### src/rtl/press_event_decoder.sv
// Button press decoder: short/long press pulses, optional auto-repeat, press counter.
// Define PRESS_AUTOREPEAT_EN to build the auto-repeat counter and repeat_press pulses.
module press_event_decoder #(
  parameter int unsigned LONG_CYCLES   = 50_000_000,
  parameter int unsigned REPEAT_CYCLES = 10_000_000
) (
  input  logic       clk,
  input  logic       rst_n,
  input  logic       btn,
  input  logic       en,
  output logic       short_press,
  output logic       long_press,
  output logic       repeat_press,
  output logic       held,
  output logic [7:0] press_cnt
);

  localparam int unsigned MAX_CYCLES = (LONG_CYCLES > REPEAT_CYCLES) ? LONG_CYCLES : REPEAT_CYCLES;
  localparam int unsigned CW = $clog2(MAX_CYCLES + 1);
  localparam logic [CW-1:0] HOLD_LAST = CW'(LONG_CYCLES - 1);

  typedef enum logic [1:0] {WAIT_REL, IDLE, PRESS, LONG} state_t;

  state_t          state, state_n;
  logic [CW-1:0]   hold_cnt, hold_cnt_n;
  logic            short_n, long_n, repeat_n, held_n;
  logic [7:0]      press_cnt_n;
`ifdef PRESS_AUTOREPEAT_EN
  localparam logic [CW-1:0] REP_LAST = CW'(REPEAT_CYCLES - 1);
  logic [CW-1:0]   rep_cnt, rep_cnt_n;
`endif

  always_comb begin
    state_n     = state;
    hold_cnt_n  = hold_cnt;
    short_n     = 1'b0;
    long_n      = 1'b0;
    repeat_n    = 1'b0;
    press_cnt_n = press_cnt;
`ifdef PRESS_AUTOREPEAT_EN
    rep_cnt_n   = rep_cnt;
`endif
    if (!en) begin
      state_n    = WAIT_REL;
      hold_cnt_n = '0;
`ifdef PRESS_AUTOREPEAT_EN
      rep_cnt_n  = '0;
`endif
    end else begin
      unique case (state)
        WAIT_REL: begin
          if (!btn) state_n = IDLE;
        end
        IDLE: begin
          if (btn) begin
            state_n    = PRESS;
            hold_cnt_n = CW'(1);
          end
        end
        PRESS: begin
          if (btn) begin
            if (hold_cnt == HOLD_LAST) begin
              state_n     = LONG;
              hold_cnt_n  = '0;
              long_n      = 1'b1;
              press_cnt_n = press_cnt + 8'd1;
`ifdef PRESS_AUTOREPEAT_EN
              rep_cnt_n   = '0;
`endif
            end else begin
              hold_cnt_n = hold_cnt + CW'(1);
            end
          end else begin
            state_n     = IDLE;
            hold_cnt_n  = '0;
            short_n     = 1'b1;
            press_cnt_n = press_cnt + 8'd1;
          end
        end
        LONG: begin
          if (!btn) begin
            state_n    = IDLE;
            hold_cnt_n = '0;
`ifdef PRESS_AUTOREPEAT_EN
            rep_cnt_n  = '0;
`endif
          end else begin
`ifdef PRESS_AUTOREPEAT_EN
            if (rep_cnt == REP_LAST) begin
              repeat_n  = 1'b1;
              rep_cnt_n = '0;
            end else begin
              rep_cnt_n = rep_cnt + CW'(1);
            end
`endif
          end
        end
        default: state_n = WAIT_REL;
      endcase
    end
    // held is registered from the next state so it tracks the state register exactly
    held_n = (state_n == PRESS) || (state_n == LONG);
  end

  always_ff @(posedge clk or negedge rst_n) begin
    if (!rst_n) begin
      state        <= WAIT_REL;
      hold_cnt     <= '0;
      short_press  <= 1'b0;
      long_press   <= 1'b0;
      repeat_press <= 1'b0;
      held         <= 1'b0;
      press_cnt    <= '0;
`ifdef PRESS_AUTOREPEAT_EN
      rep_cnt      <= '0;
`endif
    end else begin
      state        <= state_n;
      hold_cnt     <= hold_cnt_n;
      short_press  <= short_n;
      long_press   <= long_n;
      repeat_press <= repeat_n;
      held         <= held_n;
      press_cnt    <= press_cnt_n;
`ifdef PRESS_AUTOREPEAT_EN
      rep_cnt      <= rep_cnt_n;
`endif
    end
  end

endmodule
### config.mk
export PLATFORM = sky130hd
export DESIGN_NAME = press_event_decoder
export DESIGN_NICKNAME = d
export VERILOG_FILES = /design/src/rtl/press_event_decoder.sv
export SDC_FILE = /design/constraint.sdc
export NUM_CORES = 1
export LEC_CHECK = 0
export CAP_MARGIN = 15
export CORE_ASPECT_RATIO = 1.2
export CORE_MARGIN = 4
export CORE_UTILIZATION = 30
export CTS_CLUSTER_DIAMETER = 150
export CTS_CLUSTER_SIZE = 25
export DETAILED_ROUTE_END_ITERATION = 8
export DONT_BUFFER_PORTS = 1
export GPL_TIMING_DRIVEN = 0
export SYNTH_ARGS = -nofsm -noshare
export SYNTH_HDL_FRONTEND = slang
export SYNTH_SLANG_ARGS = --single-unit
### constraint.sdc
create_clock -name clk -period 3.6 [get_ports clk]
set_clock_uncertainty 0.05 [all_clocks]
set_input_delay 0.72 -clock clk [delete_from_list [all_inputs] [get_ports clk]]
set_output_delay 0.72 -clock clk [all_outputs]
set_load 0.02 [all_outputs]
* Word-level counts from Yosys, hierarchy flattened *
Cells that the tools add are included.

storage, ports and cells
  logic and storage cells = 44
  flip-flop bits (word level) = 39

cells by class
  $add $sub $neg = 2
  reductions and logical operators = 5
  eq/ne operators = 10
  mux-type cells = 21

operator list
  cell                                                   count
  two-way mux 26 bit                                     5
  one-hot mux 26 bit (3 select lines)                    1
  adder 26 x 1 -> 26 bit, second input constant          1
  == test 26 bit, second input constant                  1
  two-way mux 8 bit                                      2
  two-way mux 2 bit                                      5
  adder 8 x 1 -> 8 bit, second input constant            1
  == test 2 bit, second input constant                   4
  two-way mux 1 bit                                      7
  inequality test 3 bit, second input constant           2
  one-hot mux 2 bit (3 select lines)                     1
  AND reduction 3 bit                                    2
  inequality test 4 x 1 -> 1 bit, second input constant  1
  == test 2 x 1 -> 1 bit, second input constant          1
  logical NOT 2 bit                                      1
  inequality test 2 x 1 -> 1 bit, second input constant  1
  OR reduction 2 bit                                     1
  logical OR 1 bit                                       1

* Longest topological paths before layout *
  depth after elaboration = 7
  depth in mapped cells = 9
  gate-level depth less buffers = 7

* Worst setup path before layout *
OpenSTA, ideal clock, no wires.

  kind = input -> register
  from = input port btn
  to = register hold_cnt[14]
  stages on the path = 7
  setup slack = 1.369 ns
  arrival time = 2.063 ns
  cell sequence = mux2_2 o21a_1 clkbuf_1 clkbuf_1 nor4_1 xnor2_1 nor2_1

on the way
  word-level cells in the longest chain between the ends = 3
  elaborated cells between the ends (all ways) = 6
  those cells by class = 2 x eq/ne; 3 x mux; 1 x reduce/logical

ends and longest elaborated chain
  item                                 RTL line  RTL
  start: declaration                   9         input logic btn,
  two-way mux 26 bit                   61        if (btn) begin
  one-hot mux 26 bit (3 select lines)  50        unique case (state)
  two-way mux 26 bit                   43        if (!en) begin
  end signal: assignment               119       hold_cnt <= hold_cnt_n;
  end: declaration                     25        logic [CW-1:0] hold_cnt, hold_cnt_n;

Several ways; a longest one is shown, not always the timed one.
A chain may end at the register's enable or synchronous reset.

* Worst setup path in the final report *
  from = register hold_cnt[0]
  to = register hold_cnt[22]

on the way
  word-level cells in the longest chain between the ends = 5
  elaborated cells between the ends (all ways) = 6
  those cells by class = 1 x add/sub; 1 x eq/ne; 4 x mux

ends and longest elaborated chain
  item                                                             RTL line  RTL
  adder 26 x 1 -> 26 bit / == test 26 bit (equally long branches)  71, 62
  two-way mux 26 bit *                                             62        if (hold_cnt == HOLD_LAST) begin
  two-way mux 26 bit *                                             61
  one-hot mux 26 bit (3 select lines) *                            50
  two-way mux 26 bit *                                             43

Every way passes the cells marked *; elsewhere a longest branch is shown, timed or not.

==> flow_summary.yaml <==
status:
  outcome: "complete, no violations"
clock_network:
  cts_root_buffer: "clkbuf_8"
  path_clk_slew_ns: 0.08
  cts_setup_buffers: 0
  numCtsBuffers: 5
  insertion_delay_ns: 0.29
  cts_tree: "done"
  ctsHtreeMaxLevel: 2
  clockBufferDepth: 2
  cts-resized-gates: 0
  clock-sinks: 39
  ctsHoldBuffers: 0
timing:
  slew_viol_final: 0
  setup_viol: 0
  fin_crit_sh: 0.694
  min_period_ns: 2.50
  maxSlewHeadroom: 0.467
  final_hold_viol_count: 0
  rsz0062_at_grt: "false"
  setup_tns_ns: 0
  fmax_ghz: 0.400
  worst_slew_pin_slew_ns: 0.792
synthesis:
  ys_ff_latch: 39
  yosysMostFrequentCell: "dfrtp_1"
  avgSynthCellArea_um2: 9.82
  synth_top_area_frac: 0.473
  ys.flop_type: "dfrtp_1"
  synth_async_sr_flop_share: 1.00
  synth_common_cells: "dfrtp_1, nor2_1, xnor2_1"
  syn-num-nets: 219
  yosysSeqAreaShare: 0.473
  synth_edf_count: 0
  yosysTopAreaCell: "dfrtp_1"
  syn_area_um2: 2060
  yosysUniqueCellTypes: 43
  synth_area_leaders: "dfrtp_1, xnor2_1, nor2_1, ha_1, nand2_1"
  synthCells: 210
  synth_warnings: 0
layout:
  antenna_cells: 0
  drive_above_1_share: 0.0829
  area_growth_pct: 9.40
  instances_no_fill: 302
  utilization: 0.344
  stdcell_area_um2: 2260
  nNetsFinal: 226
setup_path:
  crit_required_ns: 3.73
  crit_type: "flip-flop to flip-flop"
  critPathMaxStageDelay_ns: 0.72
  crit_arrival_ns: 2.62
  crit_path_start_kind: "flip-flop"
  cp_cell_sequence: "ha_1, nand2_1, nor4_1, a21o_1, and2_1, buf_4, nor2_1"
  end_kind: "flip-flop"
  critPathBufInv: 1
  critPathTopFamily: "simple AND/OR/NAND/NOR gates"
  path_max_fanout: 10
  slowest_stage: "nor4_1"
power_and_ir_drop:
  p_total_w: 0.000882
  power_leakage_nw: 0.879
  clkPwrFrac: 0.339
  seq_power_share: 0.558
  power_frac_comb: 0.103
  p_per_area_nw_per_um2: 391
  intPower_w: 0.000639
  p_sw_frac: 0.276
  ir_drop_uv: 147
  switchingPower_w: 0.000243
detailed_routing:
  totalWireLength_mm: 4.15
  antenna_left: 0
  via_per_inst: 5.15
  drtIter0Drc: 72
  wl_per_cell_um: 13.7
  dr.pass1.iters: 4
  vias: 1554
  post-route-drc-count: 0
place:
  dpl.cell_count: 295
  dp_hpwl_mm: 2.92
  port_buffers: 0
  placed_area_um2: 2170
  finalWeightedCongestion: 0.816
die:
  core_area_um2: 6570
  ios: 16
  start_util: 0.314
  rows: 32
  dieArea_um2: 8270
  die_h_um: 98.8
  die_w_um: 83.7
job:
  cap_violations: 0
grt:
  grt_max_degree: 40
  grt_use_total: 0.103
  grt_pass1_wl_mm: 7.11
  grt_pass1_vias: 1538
  grt_overflow: 0
  antenna_found_initial: 0
min_path:
  hp-class: "input pin to async pin"
layer usage:
| layer | wire length [um] | vias to the layer above | track usage |
|---|---|---|---|
| met5 | 0 | - | 0 |
| met4 | 47 | 0 | 0.0322 |
| met3 | 105 | 4 | 0.0242 |
| met2 | 2040 | 16 | 0.173 |
| met1 | 1960 | 772 | 0.130 |
| li1 | - | 762 | - |
cell type report:
class | instances | area [um^2]
clock buffer | 6 | 82.6
fill | 669 | 4310
sequential | 39 | 976
clock inverter | 1 | 5.00
tap | 85 | 106
inverter | 5 | 18.8
buffer | 9 | 47.5
multi-input combinational | 157 | 1020
flip-flops by register name (all words and copies together), names as in the netlist:
| name | cells |
|---|---|
| press_cnt | 8 |
| hold_cnt | 26 |
| long_press | 1 |
| state | 2 |
| short_press | 1 |
| held | 1 |
stage by stage:
stage | setup WS [ns] | hold WS [ns]
2_1_floorplan | 1.37 | 0.374
3_3_place_gp | 1.08 | 0.375
3_5_place_dp | 1.08 | 0.375
4_1_cts | 1.06 | 0.0603
5_1_grt | 0.857 | 0.0427
6_report | 1.10 | 0.0671
worst register-to-register path, cell delays in order, from the launching register on:
cell and delay, ns:
dfrtp_1 0.40, ha_1 0.23, nand2_1 0.11, nor4_1 0.72, a21o_1 0.37, and2_1 0.23, buf_4 0.20, nor2_1 0.07
kinds of logic (layout without fill, tap and decap cells):
group	after synthesis	in the layout	share of synthesized area
muxes	2	2	0.0109
other	1	1	0.00182
DFF	39	39	0.473
xor gates and xnor gates	25	25	0.106
adders and majority gates	5	5	0.0303
and+or+nand+nor	98	98	0.261
buffers and inverters	14	21	0.0321
AOI/OAI and AO/OA	26	26	0.0849
final timing paths:
check / startpoint / end / slack (ns) / cells past startpoint
max: hold_cnt[0]$_DFFE_PN0P_ / hold_cnt[22]$_DFFE_PN0P_ / 1.10 / 7
min: rst_n / state[1]$_DFF_PN0_ / 0.07 / 0
max reg2reg: hold_cnt[0]$_DFFE_PN0P_ / hold_cnt[22]$_DFFE_PN0P_ / 1.10 / 7
min reg2reg: hold_cnt[1]$_DFFE_PN0P_ / hold_cnt[1]$_DFFE_PN0P_ / 0.49 / 2
max in group asynchronous: rst_n / long_press$_DFF_PN0_ / 3.33 / 0
min in group clk: btn / short_press$_DFF_PN0_ / 0.45 / 1
cells in the final DEF, fill, tap and decap left out, types with 2 or more instances in the layout:
cell,n
or4_4,2
a21o_1,2
nor4_1,8
buf_4,3
xnor2_1,21
a31oi_1,3
nand2_1,15
o21ai_0,5
or4_1,3
dfrtp_1,39
or3_1,3
nor2b_1,2
o21ai_1,2
and2_1,3
xor2_1,4
buf_2,2
nor2_1,22
a21oi_2,2
a21oi_1,3
o31ai_1,3
nor4b_1,3
clkbuf_8,6
nand3_1,9
and3_1,6
nand4_1,8
ha_1,5
nor3_1,7
inv_1,5
nand4bb_1,2
clkbuf_1,4
power groups by stage:
stage | clock network [W] | registers (W) | logic (W)
2_1_floorplan | 0 | 0.000493 | 0.0000708
3_5_place_dp | 0 | 0.000502 | 0.0000910
3_3_place_gp | 0 | 0.000501 | 0.0000886
6_report | 0.000299 | 0.000492 | 0.0000909
5_1_grt | 0.000333 | 0.000496 | 0.000104
4_1_cts | 0.000307 | 0.000493 | 0.0000916
Note: power is estimated with default switching activity, not from simulation.
